--- src/rtl/pipe_stage_reg.sv ---
// Parametrised CPU pipeline-stage register with valid/ready back-pressure, flush with
// bubble insertion, an optional 2-entry skid buffer and a saturating stall counter.
module pipe_stage_reg #(
  parameter int DATA_W = 32,
  parameter int CTRL_W = 16,
  parameter int SKID   = 1,
  parameter int CNT_W  = 16
) (
  input  logic              clk,
  input  logic              clr,
  input  logic              flush,
  input  logic              in_valid,
  output logic              in_ready,
  input  logic [CTRL_W-1:0] in_ctrl,
  input  logic [DATA_W-1:0] in_data,
  output logic              out_valid,
  input  logic              out_ready,
  output logic [CTRL_W-1:0] out_ctrl,
  output logic [DATA_W-1:0] out_data,
  output logic [CNT_W-1:0]  stall_cnt
);

  // Handshake: a beat moves on a rising edge only when valid && ready are both high on
  // that side; a producer holds valid and its payload steady until that happens.
  localparam logic [CNT_W-1:0] CNT_MAX = '1;

  logic              skid_valid;
  logic [CTRL_W-1:0] skid_ctrl;
  logic [DATA_W-1:0] skid_data;
  logic              accept;
  logic              deliver;

  // With the skid buffer, readiness depends only on skid occupancy, cutting the
  // out_ready -> in_ready combinational path through the pipeline.
  always_comb begin
    if (SKID != 0) in_ready = ~clr & ~skid_valid;
    else           in_ready = ~clr & (~out_valid | out_ready);
  end

  assign accept  = in_valid & in_ready;
  assign deliver = out_valid & out_ready;

  always_ff @(posedge clk) begin
    if (clr) begin
      out_valid  <= 1'b0;
      out_ctrl   <= '0;
      out_data   <= '0;
      skid_valid <= 1'b0;
      skid_ctrl  <= '0;
      skid_data  <= '0;
    end else if (flush) begin
      out_valid  <= 1'b0;
      out_ctrl   <= '0;
      skid_valid <= 1'b0;
    end else if (deliver || !out_valid) begin
      // Main slot frees up: the skid entry is older than anything offered now.
      if (skid_valid) begin
        out_valid  <= 1'b1;
        out_ctrl   <= skid_ctrl;
        out_data   <= skid_data;
        skid_valid <= 1'b0;
      end else if (accept) begin
        out_valid <= 1'b1;
        out_ctrl  <= in_ctrl;
        out_data  <= in_data;
      end else begin
        out_valid <= 1'b0;
        out_ctrl  <= '0;
      end
    end else if (accept) begin
      // Only reachable with SKID=1: main is stalled, park the beat in the skid slot.
      skid_valid <= 1'b1;
      skid_ctrl  <= in_ctrl;
      skid_data  <= in_data;
    end
  end

  always_ff @(posedge clk) begin
    if (clr) begin
      stall_cnt <= '0;
    end else if (out_valid && !out_ready && stall_cnt != CNT_MAX) begin
      stall_cnt <= stall_cnt + 1'b1;
    end
  end

endmodule
--- config.mk ---
export PLATFORM = sky130hd
export DESIGN_NAME = pipe_stage_reg
export DESIGN_NICKNAME = d
export VERILOG_FILES = /design/src/rtl/pipe_stage_reg.sv
export SDC_FILE = /design/constraint.sdc
export NUM_CORES = 1
export LEC_CHECK = 0
export ABC_AREA = 1
export BUFFER_PORTS_ARGS = -buffer_cell sky130_fd_sc_hd__buf_2
export CAP_MARGIN = 20
export CORE_MARGIN = 4
export CORE_UTILIZATION = 40
export CTS_BUF_LIST = sky130_fd_sc_hd__clkbuf_4 sky130_fd_sc_hd__clkbuf_8
export CTS_CLUSTER_DIAMETER = 200
export CTS_CLUSTER_SIZE = 30
export DETAILED_ROUTE_END_ITERATION = 16
export GPL_ROUTABILITY_DRIVEN = 0
export GPL_TIMING_DRIVEN = 0
export PLACE_DENSITY = 0.64
export SYNTH_ARGS = -nofsm -noshare
export SYNTH_HDL_FRONTEND = slang
export SYNTH_SLANG_ARGS = --single-unit
--- constraint.sdc ---
create_clock -name clk -period 4 [get_ports clk]
set_input_delay 0.4 -clock clk [delete_from_list [all_inputs] [get_ports clk]]
set_output_delay 0.4 -clock clk [all_outputs]
set_load 0.02 [all_outputs]
* After elaboration in Yosys (flattened, before gate mapping)
Index checks and enable logic that the tools add are counted.
Widths: inputs -> output; s select.
** Storage, ports and cells
- Logic and storage cells :: 32
- Bits of input ports :: 53
- Register bits after elaboration :: 114
- Output and inout bits :: 66
** Operators by class
- Reduce and logical (&&, ||, !) cells :: 10
- Bitwise logic cells :: 7
- Mux-type cells :: 6
- Equality and inequality tests :: 1
- Add/subtract/negate cells :: 1
** Operators with widths (number)
- $mux 32 :: 2
- $mux 16 :: 2
- $add 16x1->16 const B :: 1
- $ne 16x16->1 const B :: 1
- $reduce_and 3->1 :: 2
- $not 1->1 :: 4
- $and 1x1->1 :: 3
- $reduce_or 3->1 :: 1
- $logic_and 1x1->1 :: 2
- $logic_not 1->1 :: 2
- $mux 1 :: 2
- $reduce_bool 2->1 :: 1
- $reduce_or 2->1 :: 1
- $logic_or 1x1->1 :: 1

* Depth between registers and ports, before layout
- Word-level depth :: 5
- Depth in mapped cells :: 9
- Depth with buffers taken out :: 9

* Worst setup path before layout
OpenSTA, ideal clock, no wires.
- Path type :: register -> register
- From :: register stall_cnt[0]
- To :: register stall_cnt[15]
- Required time :: 3.885 ns
- Stages on the path, launching flop included :: 8
- Path slack :: 2.413 ns
- Buffers on the path :: 1
- Arrival time :: 1.472 ns
- Setup time :: 0.115 ns
- Period minus slack after synthesis :: 1.587 ns
- Cell sequence :: dfxtp_1 -> ha_1 -> inv_1 -> nor2_1 -> nand4_2 -> buf_4 -> a21oi_1 -> nor2_1
** Between the ends
- Longest elaborated chain between the ends :: 2
** Ends and longest elaborated chain
- start, declared :: RTL line 20 : output logic [CNT_W-1:0] stall_cnt
- start signal, assigned :: RTL line 82 : stall_cnt <= stall_cnt + 1'b1;
- branches (longest 2 deep; another with $add 16x1->16)
Several ways; the timed one is not identified.
A chain may end at the register's enable or synchronous reset.

* Worst setup path after layout
- From :: register stall_cnt[0]
- To :: register stall_cnt[9]
Same word-level chain as after synthesis.

==> flow_metrics.tcl <==
set metrics [dict create \
    num_vias 4880 \
    run_status "finished, final reports clean" \
    cts_num_sinks 114 \
    first_global_vias 4784 \
    timing.slew.headroom_pct 63.83 \
    worstPathRequired_ns 4.32 \
    cap_violations 0 \
    finalHoldViolations 0 \
    post_synth_instance_area_um2 4827 \
    arrival_ns 1.99 \
    place_inst 946 \
    htree_levels 4 \
    grt_start_max_net_pins 17 \
    die-height_um 117.9 \
    post_cts_resized 0 \
    route.final.wire_length_um 13200 \
    dpl.hpwl_um 9624 \
    route.detailed.wl_per_inst_um 13.50 \
    multi_input_area_um2 2193 \
    mappedNetlistNets 740 \
    layout-drive-gt1-share_pct 22.16 \
    finish.cell_count_without_fillers 978 \
    pwrdens_nw_per_um2 399.2 \
    cts_buffers 17 \
    grt.total_usage_pct 19.34 \
    critical_path.endpoint_type "flop" \
    synth_xor_area_share_pct 0 \
    post-route-period-util_pct 41.84 \
    cts.repair_timing.setup_buffer_count 0 \
    grt_pass1_wl_um 22300 \
    netlist.area_leader.share_pct 47.28 \
    post_synthesis_adder_cell_area_fraction_pct 0.2592 \
    io_pins 119 \
    worst_pin_slew_ns 0.5425 \
    route.antenna.remaining_nets 0 \
    setup_total_negative_slack_ns 0 \
    drc 0 \
    synthSimpleGateAreaFrac_pct 27.24 \
    post_synthesis_cells 686 \
    timing_worst_setup_path_type "reg2reg" \
    rows 39 \
    final_net_count 876 \
    drtIter0Drc 316 \
    synth.yosys.warnings 0 \
    fmax_achieved_ghz 0.5976 \
    worstSkewPairLatency_ns 0.42 \
    grt.overflow.total 0 \
    rsz0062_at_grt "false" \
    synth-seq-area-share_pct 47.28 \
    vdd_ir_drop_max_uv 178.7 \
    seq_area_um2 2282 \
    port_buffers 117 \
    clock-skew-final_ns 0.01213 \
    holdBufCountCts 0 \
    via_per_inst 4.990 \
    share_of_cell_area_taken_by_muxes_after_synthesis_pct 0 \
    start_util_pct 41.56 \
    synth.avg_cell_area_um2 7.037 \
    yosys_register_bits 114 \
    post_synth_main_area_contributors "dfxtp_1 47%, nand2_1 12%, a21oi_1 9.5%" \
    cts-root-to-sink-buffers 2 \
    fill_cells 1199 \
    clk_root_buffer_cell "clkbuf_8" \
    clk_pin_slew_ns 0.07 \
    crit_fanout 10 \
    synth_compound_area_share_pct 17.94 \
    combinational_family_with_the_most_area_after_synthesis "simple AND/OR/NAND/NOR gates" \
    hold_path_class "in2reg" \
    placement.cell_area_um2 5592 \
    final_max_slew_viol_count 0 \
    start_kind "flop" \
    leakagePower_nw 2.631 \
    core_area_um2 11610 \
    area_delta_synth_final_pct 23.77 \
    antenna_violations_before_repair 0 \
    fin_worst_hold_slack_ns 0.2029 \
    design.die.area_um2 13890 \
    biggest_area_consumer_among_synthesized_cells "dfxtp_1" \
    dieWidth_um 117.9 \
    power_mw 2.385 \
    diodes 0 \
    stdcell_area_um2 5974 \
    period_needed_ns 1.674 \
    setup-violations-final 0 \
    tritoncts_clock_tree "done" \
    synth.lib_cells_used.distinct 22 \
    drt_pass1_iterations 4 \
]
worst max-delay path: stages (launching register included):
cell and delay, ns:
dfxtp_1 0.39, ha_1 0.24, inv_1 0.05, nor2_1 0.17
nand4_2 0.24, buf_4 0.25, a21oi_1 0.15, nor2_1 0.06
cells by family (layout without fill, tap and decap cells):
family,Yosys count,after routing
buffers and inverters,76,225
AND/OR/NAND/NOR,322,322
flip-flops,114,114
adder cells (fa/ha/maj),1,1
AO/OA/AOI/OAI,173,173
cell usage after synthesis:
library cell,number
nor2_2,3
nand4_2,1
nor2_1,110
clkinv_1,1
dfxtp_1,114
nand4_1,1
nor3_1,1
clkbuf_1,17
inv_2,1
nand2_1,155
inv_1,30
buf_2,20
a21oi_1,92
buf_6,4
nor3_4,1
nand2_2,2
nor2_4,1
o21ai_0,81
nand3b_1,1
nand3_1,46
buf_4,3
ha_1,1
stage by stage:
step / worst slack, ns / util, %
floorplan: 2.413 / -
CTS: 2.333 / 51.44
finish: 2.327 / 51.44
global placement: 2.240 / 48.15
global route: 2.163 / 51.44
detailed placement: 2.255 / 48.15
cell usage in the layout (no fill, tap or decap):
master,synthesis,layout
nor3_1,1,1
nand2_2,2,2
nor3_4,1,1
nor2_1,110,110
dfxtp_1,114,114
nor2_4,1,1
clkbuf_1,17,17
bufinv_16,0,2
o21ai_0,81,81
ha_1,1,1
nor2_2,3,3
buf_2,20,137
clkinvlp_4,0,3
buf_4,3,3
nand3_1,46,46
inv_1,30,30
inv_2,1,1
nand3b_1,1,1
clkbuf_4,0,3
clkinv_1,1,1
nand4_1,1,1
a21oi_1,92,92
nand2_1,155,155
nand4_2,1,1
buf_6,4,4
clkbuf_8,0,18
clkinv_2,0,6
area by class of cell:
class / count / area share [%]
well taps: 143 / 2.995
multi-input cells: 496 / 36.71
inverters: 32 / 2.010
clock buffers: 21 / 4.524
plain buffers: 44 / 3.874
flip-flops and latches: 114 / 38.20
repair buffers: 117 / 9.801
clock inverters: 11 / 1.885
flip-flops by register name, summed over array words and instances (netlist names):
register / flops
out_ctrl: 16
skid_data: 32
skid_valid: 1
out_valid: 1
stall_cnt: 16
skid_ctrl: 16
out_data: 32
metal layers:
metal / vias to the layer above / track usage [%] / part of all wire (%)
met3: 11 / 6.055 / 5.3
met2: 110 / 31.98 / 47
met5: - / 0 / 0
li1: 2508 / - / -
met4: 0 / 6.081 / 0.83
met1: 2251 / 24.09 / 46
worst paths after layout:
path / slack, ns / from / to / cells past startpoint
worst max register to register: 2.33 / stall_cnt[0] / stall_cnt[9] / 7
worst min-delay path: 0.20 / clr / out_data[14] / 2
worst max-delay path: 2.33 / stall_cnt[0] / stall_cnt[9] / 7
worst min register to register: 0.46 / out_data[31] / out_data[31] / 2
power by group:
part	total (mW)	internal, mW	switching, mW
logic	0.176	0.0621	0.114
registers	1.16	1.15	0.00926
clock network	1.05	0.583	0.464
total	2.38	1.80	0.587
(Power assumes the default switching activity.)
